$ cat src/rtl/xy_out_port_arbiter_pkg.sv
// Shared NoC definitions: router port indices, port count and output-arbiter FSM states.
package xy_out_port_arbiter_pkg;

    localparam int N_PORTS = 5;

    typedef enum logic [2:0] {
        HOME  = 3'd0,
        NORTH = 3'd1,
        EAST  = 3'd2,
        SOUTH = 3'd3,
        WEST  = 3'd4
    } port_e;

    typedef enum logic {
        ST_IDLE   = 1'b0,
        ST_LOCKED = 1'b1
    } arb_state_e;

endpackage

$ cat src/rtl/xy_out_port_arbiter_picker.sv
// Combinational round-robin picker: first requester found scanning from ptr+1 (mod N), wrapping back to ptr.
module rr_priority_picker #(
    parameter  int N  = 5,
    localparam int IW = $clog2(N)
) (
    input  logic [N-1:0]  req,
    input  logic [IW-1:0] ptr,
    output logic [N-1:0]  pick,
    output logic          vld
);

    int idx;

    always_comb begin
        pick = '0;
        vld  = 1'b0;
        idx  = 0;
        for (int i = 1; i <= N; i++) begin
            idx = (int'(ptr) + i) % N;
            if (!vld && req[idx]) begin
                pick[idx] = 1'b1;
                vld       = 1'b1;
            end
        end
    end

endmodule

$ cat src/rtl/xy_out_port_arbiter.sv
// Packet-locking round-robin arbiter for one XY router output with a beat-count watchdog.
module xy_out_port_arbiter #(
    parameter  int N_PORTS   = xy_out_port_arbiter_pkg::N_PORTS,
    parameter  int MAX_BEATS = 256,
    localparam int IW        = $clog2(N_PORTS),
    localparam int CW        = $clog2(MAX_BEATS) + 1
) (
    input  logic               ACLK,
    input  logic               ARESETn,
    input  logic [N_PORTS-1:0] req_i,
    input  logic [N_PORTS-1:0] last_i,
    input  logic               out_tready_i,
    output logic [N_PORTS-1:0] grant_o,
    output logic [IW-1:0]      grant_idx_o,
    output logic               busy_o,
    output logic               err_o
);

    import xy_out_port_arbiter_pkg::*;

    arb_state_e         state, state_nxt;
    logic [N_PORTS-1:0] grant_nxt;
    logic [IW-1:0]      idx_nxt, ptr, ptr_nxt, pick_idx;
    logic [CW-1:0]      cnt, cnt_nxt, cnt_inc;
    logic               busy_nxt, err_nxt;
    logic [N_PORTS-1:0] pick;
    logic               pick_vld;
    logic               beat, last_beat;

    rr_priority_picker #(.N(N_PORTS)) u_picker (
        .req  (req_i),
        .ptr  (ptr),
        .pick (pick),
        .vld  (pick_vld)
    );

    always_comb begin
        pick_idx = '0;
        for (int i = 0; i < N_PORTS; i++)
            if (pick[i]) pick_idx = IW'(i);
    end

    // grant_o is one-hot, so masking selects the granted port's TVALID/TLAST
    assign beat      = (|(req_i & grant_o)) & out_tready_i;
    assign last_beat = |(last_i & grant_o);
    assign cnt_inc   = cnt + 1'b1;

    always_ff @(posedge ACLK or negedge ARESETn) begin
        if (!ARESETn) state <= ST_IDLE;
        else          state <= state_nxt;
    end

    always_comb begin
        state_nxt = state;
        grant_nxt = grant_o;
        idx_nxt   = grant_idx_o;
        busy_nxt  = busy_o;
        err_nxt   = err_o;
        ptr_nxt   = ptr;
        cnt_nxt   = cnt;
        case (state)
            ST_IDLE: begin
                if (pick_vld) begin
                    state_nxt = ST_LOCKED;
                    grant_nxt = pick;
                    idx_nxt   = pick_idx;
                    busy_nxt  = 1'b1;
                    cnt_nxt   = '0;
                end
            end
            ST_LOCKED: begin
                if (beat) begin
                    cnt_nxt = cnt_inc;
                    // a last beat landing on the limit is a clean release, not an error
                    if (last_beat || cnt_inc == CW'(MAX_BEATS)) begin
                        state_nxt = ST_IDLE;
                        grant_nxt = '0;
                        idx_nxt   = '0;
                        busy_nxt  = 1'b0;
                        ptr_nxt   = grant_idx_o;
                        err_nxt   = err_o | ~last_beat;
                    end
                end
            end
            default: state_nxt = ST_IDLE;
        endcase
    end

    always_ff @(posedge ACLK or negedge ARESETn) begin
        if (!ARESETn) begin
            grant_o     <= '0;
            grant_idx_o <= '0;
            busy_o      <= 1'b0;
            err_o       <= 1'b0;
            ptr         <= IW'(N_PORTS - 1);
            cnt         <= '0;
        end else begin
            grant_o     <= grant_nxt;
            grant_idx_o <= idx_nxt;
            busy_o      <= busy_nxt;
            err_o       <= err_nxt;
            ptr         <= ptr_nxt;
            cnt         <= cnt_nxt;
        end
    end

endmodule

$ cat config.mk
export PLATFORM = sky130hd
export DESIGN_NAME = xy_out_port_arbiter
export DESIGN_NICKNAME = d
export VERILOG_FILES = /design/src/rtl/xy_out_port_arbiter_pkg.sv /design/src/rtl/xy_out_port_arbiter_picker.sv /design/src/rtl/xy_out_port_arbiter.sv
export SDC_FILE = /design/constraint.sdc
export NUM_CORES = 1
export LEC_CHECK = 0
export ABC_AREA = 1
export ABC_CLOCK_PERIOD_IN_PS = 7600
export BUFFER_PORTS_ARGS = -buffer_cell sky130_fd_sc_hd__clkbuf_2
export CELL_PAD_IN_SITES_DETAIL_PLACEMENT = 2
export CELL_PAD_IN_SITES_GLOBAL_PLACEMENT = 2
export CORE_ASPECT_RATIO = 1.1
export CORE_MARGIN = 8
export CORE_UTILIZATION = 36
export CTS_CLUSTER_SIZE = 24
export DETAILED_ROUTE_END_ITERATION = 8
export PLACE_DENSITY_LB_ADDON = 0.08
export SLEW_MARGIN = 20
export SYNTH_ARGS = -nofsm -noshare
export SYNTH_HDL_FRONTEND = slang
export SYNTH_SLANG_ARGS = --single-unit
$ cat constraint.sdc
create_clock -name ACLK -period 7.6 [get_ports ACLK]
set_input_delay 1.52 -clock ACLK [delete_from_list [all_inputs] [get_ports ACLK]]
set_output_delay 1.52 -clock ACLK [all_outputs]
set_load 0.005 [all_outputs]
== Yosys cells after proc, flatten, opt, wreduce, memory -nomap -nowiden ==
Index checks and enable logic that the tools add are counted.

* Add/sub/neg operators: 6
* Divide/modulo/power cells: 5
* Order comparisons: 10
* Equal/unequal tests: 4
* Muxes and demuxes: 58
* Bitwise operators: 10
* Reduce and logical (&&, ||, !) cells: 19

{| class="wikitable"
|+ Operators by type and width
! operator !! count
|-
| $ge 32x1->1 const B || 5
|-
| $lt 32x5->1 const B || 5
|-
| $mod 32x4->32 const B || 5
|-
| $mux 5 || 8
|-
| $mux 1 || 27
|-
| $or 5x5->5 || 4
|-
| $mux 9 || 2
|-
| $pmux 9 s2 || 1
|-
| $bmux 1 s3 || 5
|-
| $demux 1 s3 || 5
|-
| $mux 3 || 4
|-
| $and 5x5->5 || 2
|-
| $pmux 5 s2 || 1
|-
| $reduce_or 5->1 || 2
|-
| $add 9x1->9 const B || 1
|-
| $eq 9x9->1 const B || 1
|-
| $logic_and 1x1->1 || 9
|-
| $add 3x2->4 const B || 2
|-
| $add 3x3->4 const B || 2
|-
| $pmux 3 s2 || 1
|-
| $reduce_and 3->1 || 2
|-
| $add 3x1->4 const B || 1
|-
| $logic_not 1->1 || 4
|-
| $mux 2 || 2
|-
| 8 further kinds || 11
|}

* Register bits: 23
* Bits of input ports: 13
* Output and inout bits: 10
* Word-level logic and storage cells: 119

== Longest topological paths before layout ==
* Depth after elaboration: 24
* Mapped depth: 30
* Gate-level depth less buffers: 29

== Modules after synthesis ==
A second synthesis with hierarchy kept.

* Cells, all modules: 610
* Area, all modules: 3658.5 µm²

{| class="wikitable"
|+ By module, submodules not included
! module !! instances !! cells each !! area each (µm²) !! sequential area each (µm²)
|-
| rr_priority_picker || 1 || 451 || 2449.8 || 0.0
|-
| xy_out_port_arbiter || 1 || 159 || 1208.7 || 551.8
|}

== Least setup slack after synthesis ==
Ideal clock, no wire load.

* Kind: register -> register
* Start: reg ptr[1]
* End: reg grant_idx_o[0]
* Library setup time: 117 ps
* Data arrival time: 3414 ps
* Data required time: 7483 ps
* Path slack: 4069 ps
* Cell stages (with the launch flop): 29
* Buffers on the path: 1
* Period minus slack after synthesis: 3531 ps
* Cells stage by stage: dfrtp_1 inv_1 ha_1 buf_2 inv_1 ha_1 inv_1 ha_1 inv_1 nor2_1 nand2_1 nor2_1 nor2_1 nor2_4 nand3_2 nand2_2 nand2_1 nand2_1 nand2_1 nand2_2 nand3_4 nand2_4 nor2_1 a21oi_1 nand2_1 nor2_1 nand2_1 nand2_1 nand2_1

* Cells in the longest elaborated chain, start to end: 24
* Elaborated cells on any way between the ends: 80
* Those cells by class: 5 x add/sub; 5 x div; 10 x order compare; 1 x eq/ne; 41 x mux; 4 x bitwise; 14 x reduce/logical

{| class="wikitable"
|+ RTL lines
! what !! RTL line !! text
|-
| start, declared || xy_out_port_arbiter.sv:23 || <nowiki>logic [IW-1:0] idx_nxt, ptr, ptr_nxt, pick_idx;</nowiki>
|-
| start signal, assigned || xy_out_port_arbiter.sv:95 || <nowiki>ptr <= IW'(N_PORTS - 1);</nowiki>
|-
| start signal, assigned || xy_out_port_arbiter.sv:102 || <nowiki>ptr <= ptr_nxt;</nowiki>
|-
| parallel branches: the longest is 24 deep, another holds $mod 32x4->32 || n/a ||
|-
| end signal, assigned || xy_out_port_arbiter.sv:99 || <nowiki>grant_idx_o <= idx_nxt;</nowiki>
|-
| end, declared || xy_out_port_arbiter.sv:14 || <nowiki>output logic [IW-1:0] grant_idx_o,</nowiki>
|}

Parallel ways; which one is timed is not known. The select of a mux whose other input is x is not followed.
A chain may end at the register's enable or synchronous reset.

== Worst setup path in the final report ==
* Start: reg ptr[0]
* End: reg grant_idx_o[0]

The elaborated chain is that of the path after synthesis.

==> impl_metrics.json <==
{
  "die_height_um": 118,
  "cts-root-buf": "clkbuf_8",
  "required_ps": 7750,
  "grt_usage_pct": 19.2,
  "worstPathArrival_ps": 4650,
  "post-route-util_pct": 39.7,
  "worst_path_max_delay_cell": "ha_1",
  "setup_viol": 0,
  "coreArea_um2": 9310,
  "p_total_mw": 0.227,
  "avgSynthCellArea_um2": 6.21,
  "hp-class": "reg -> reg",
  "leakagePower_nw": 2.02,
  "holdBufCountCts": 0,
  "initial_utilization_pct": 36.6,
  "path_max_fanout": 23,
  "hold_viol": 0,
  "slew_headroom_pct": 39.7,
  "cts_tree": "yes",
  "yosys_warnings": 0,
  "syn_nets": 593,
  "synth-seq-cells": 22,
  "vias": 3720,
  "period_share_pct": 59.2,
  "htree_levels": 1,
  "fin_area_um2": 3700,
  "stdcell_count": 688,
  "cts-buffers-inserted": 3,
  "routed_wl_um": 11900,
  "place_congestion": 0.806,
  "nNetsFinal": 616,
  "dp.cells": 684,
  "drv_slew": 0,
  "rsz0062_at_grt": "false",
  "crit_path_end_kind": "flop",
  "dpl_cell_area_um2": 3640,
  "ys_seq_area_share_pct": 16.2,
  "layout_common_cells": "160 x nand2_1, 61 x inv_1, 55 x nand3_1",
  "synth_cells": 549,
  "rows": 37,
  "crit_type": "reg -> reg",
  "hold_slack_ps": 482,
  "drt_iter0_markers": 134,
  "status": "finished, final reports clean",
  "areaGrowthSynthToFinish_pct": 8.56,
  "drive_gt1_share_pct": 15.2,
  "mostFrequentLayoutCell": "nand2_1",
  "synthDistinctLibCells": 45,
  "synth_area_um2": 3410,
  "ir_drop_mv": 0.0800,
  "io-pin-count": 23,
  "crit_chain": "buf_4 -> inv_2 -> ha_1 -> ha_1 -> inv_1 -> nand3_1 -> nand2_1 -> xor2_1 -> ha_1 -> inv_1 -> a21oi_2 -> nand3_1 -> nand2_1 -> nand2_2 -> inv_1 -> nand3_1 -> o21ai_1 -> nor2_4 -> nand3_2 -> nor2_1 -> nor2_1 -> nand2_1 -> nand2_1 -> nand2_1",
  "max_cap_viol_count": 0,
  "antenna_cells": 0,
  "p_per_area_nw_per_um2": 61.5,
  "port_buffers": 22,
  "clockBufferDepth": 2,
  "grt_max_degree": 24,
  "ant_nets": 0,
  "crit_top_cell": "nand2_1",
  "hold_end": "err_o$_DFFE_PN0P_",
  "drt-wirelength-per-cell_um": 17.3,
  "skew_ps": 7.82,
  "grt_overflow": 0,
  "pre_cts_slack_ps": 3050,
  "post_drt_via_cell_ratio": 5.41,
  "r2r_end": "grant_idx_o[0]$_DFFE_PN0P_",
  "fmax_mhz": 222,
  "clock-sinks": 22,
  "reg2regPathDepth": 24,
  "finalSetupTns_ps": 0,
  "cts_resized": 0,
  "n_fill_cell": 1211,
  "insertion_delay_ps": 260,
  "fin_ws_ps": 3100,
  "max_stage_delay_ps": 520,
  "chipWidth_um": 109,
  "grt_pass1_vias": 4183,
  "start_kind": "flop",
  "grt_pass1_wl_um": 20300,
  "firstDrtPassIters": 4,
  "dieArea_um2": 12800,
  "whs_path_depth": 1,
  "worstMarginPinSlew_ps": 901,
  "r2r_slack_ps": 3100,
  "route.detailed.drc": 0,
  "post_cts_buffers": 0,
  "dpl.hpwl_um": 10000,
  "cts.clk_slew.worst_paths_ps": 90,
  "min-delay-start": "err_o$_DFFE_PN0P_",
  "r2r_start": "ptr[0]$_DFFE_PN0P_",
  "fin_crit_ps": 4500,
  "antenna_found_initial": 0
}
## logic make-up (layout without fill, tap and decap cells)
family | Yosys count | count (layout) | synth area share (%)
adder cells (fa/ha/maj) | 31 | 31 | 11.4
AND/OR/NAND/NOR | 339 | 339 | 47.6
XOR/XNOR | 15 | 15 | 3.86
AO/OA/AOI/OAI | 61 | 61 | 11.8
flip-flops | 22 | 22 | 16.2
buffers and inverters | 81 | 103 | 9.18
## power breakdown
part	switching, mW	internal, mW	total (mW)
clock network	0.0395	0.0462	0.0857
registers	0	0.117	0.117
logic	0.0176	0.00709	0.0247
## sequential cells by signal, indices dropped and copies added (netlist names)
name,cells
cnt,9
grant_o,5
ptr,3
grant_idx_o,2
busy_o,1
err_o,1
state,1
## per-layer routing
layer	GRT usage, %	wire length (µm)	vias up	share of wire, %
met5	0	0	-	0
met1	22.0	5100	1831	43
li1	-	-	1843	-
met4	4.11	174	0	1.5
met2	36.9	6490	34	54
met3	1.26	155	12	1.3
## worst max-delay path, delay by kind of cell, from the launching register on
kind	cells	cell delay (ps)
and+or+nand+nor	13	1450
adders and majority gates	3	1020
buffers and inverters	5	780
AOI/OAI and AO/OA	2	440
xor gates and xnor gates	1	360
DFF	1	330
## synth_stat cells, drive strengths merged
library cell	n	area (µm²)
a21boi	1	7.51
a21oi	15	82.6
a221oi	2	17.5
a22o	2	17.5
a31o	1	8.76
and2	2	12.5
and3	1	6.26
buf	4	23.8
clkbuf	1	3.75
clkinv	1	3.75
dfrtp	21	526
dfstp	1	26.3
ha	31	388
inv	75	282
nand2	177	722
nand3	61	343
nand3b	1	7.51
nand4	21	138
nor2	57	289
nor3	15	80.1
nor4	3	18.8
o211ai	4	30.0
o21ai	28	159
o21bai	2	15.0
o22ai	6	62.6
or2	1	6.26
xnor2	2	17.5
xor2	13	114
## worst max path at each step
stage                            start                         end  slack (ps)  depth (start not counted)
floorplan           ptr[1]$_DFFE_PN0P_  grant_idx_o[0]$_DFFE_PN0P_        4070                         28
global placement    ptr[0]$_DFFE_PN0P_  grant_idx_o[0]$_DFFE_PN0P_        3200                         28
detailed placement  ptr[0]$_DFFE_PN0P_  grant_idx_o[0]$_DFFE_PN0P_        3050                         28
CTS                 ptr[0]$_DFFE_PN0P_  grant_idx_o[0]$_DFFE_PN0P_        3010                         28
global route        ptr[1]$_DFFE_PN0P_  grant_idx_o[0]$_DFFE_PN0P_        2550                         27
finish              ptr[0]$_DFFE_PN0P_  grant_idx_o[0]$_DFFE_PN0P_        3100                         24
## area by class of cell
type,count,area (µm²),share of cell area (%)
inverters,76,285,7.71
clock buffers,4,55.1,1.49
repair buffers,23,118,3.18
well taps,117,146,3.96
flip-flops and latches,22,552,14.9
multi-input cells,446,2540,68.7
(Power assumes the default switching activity.)
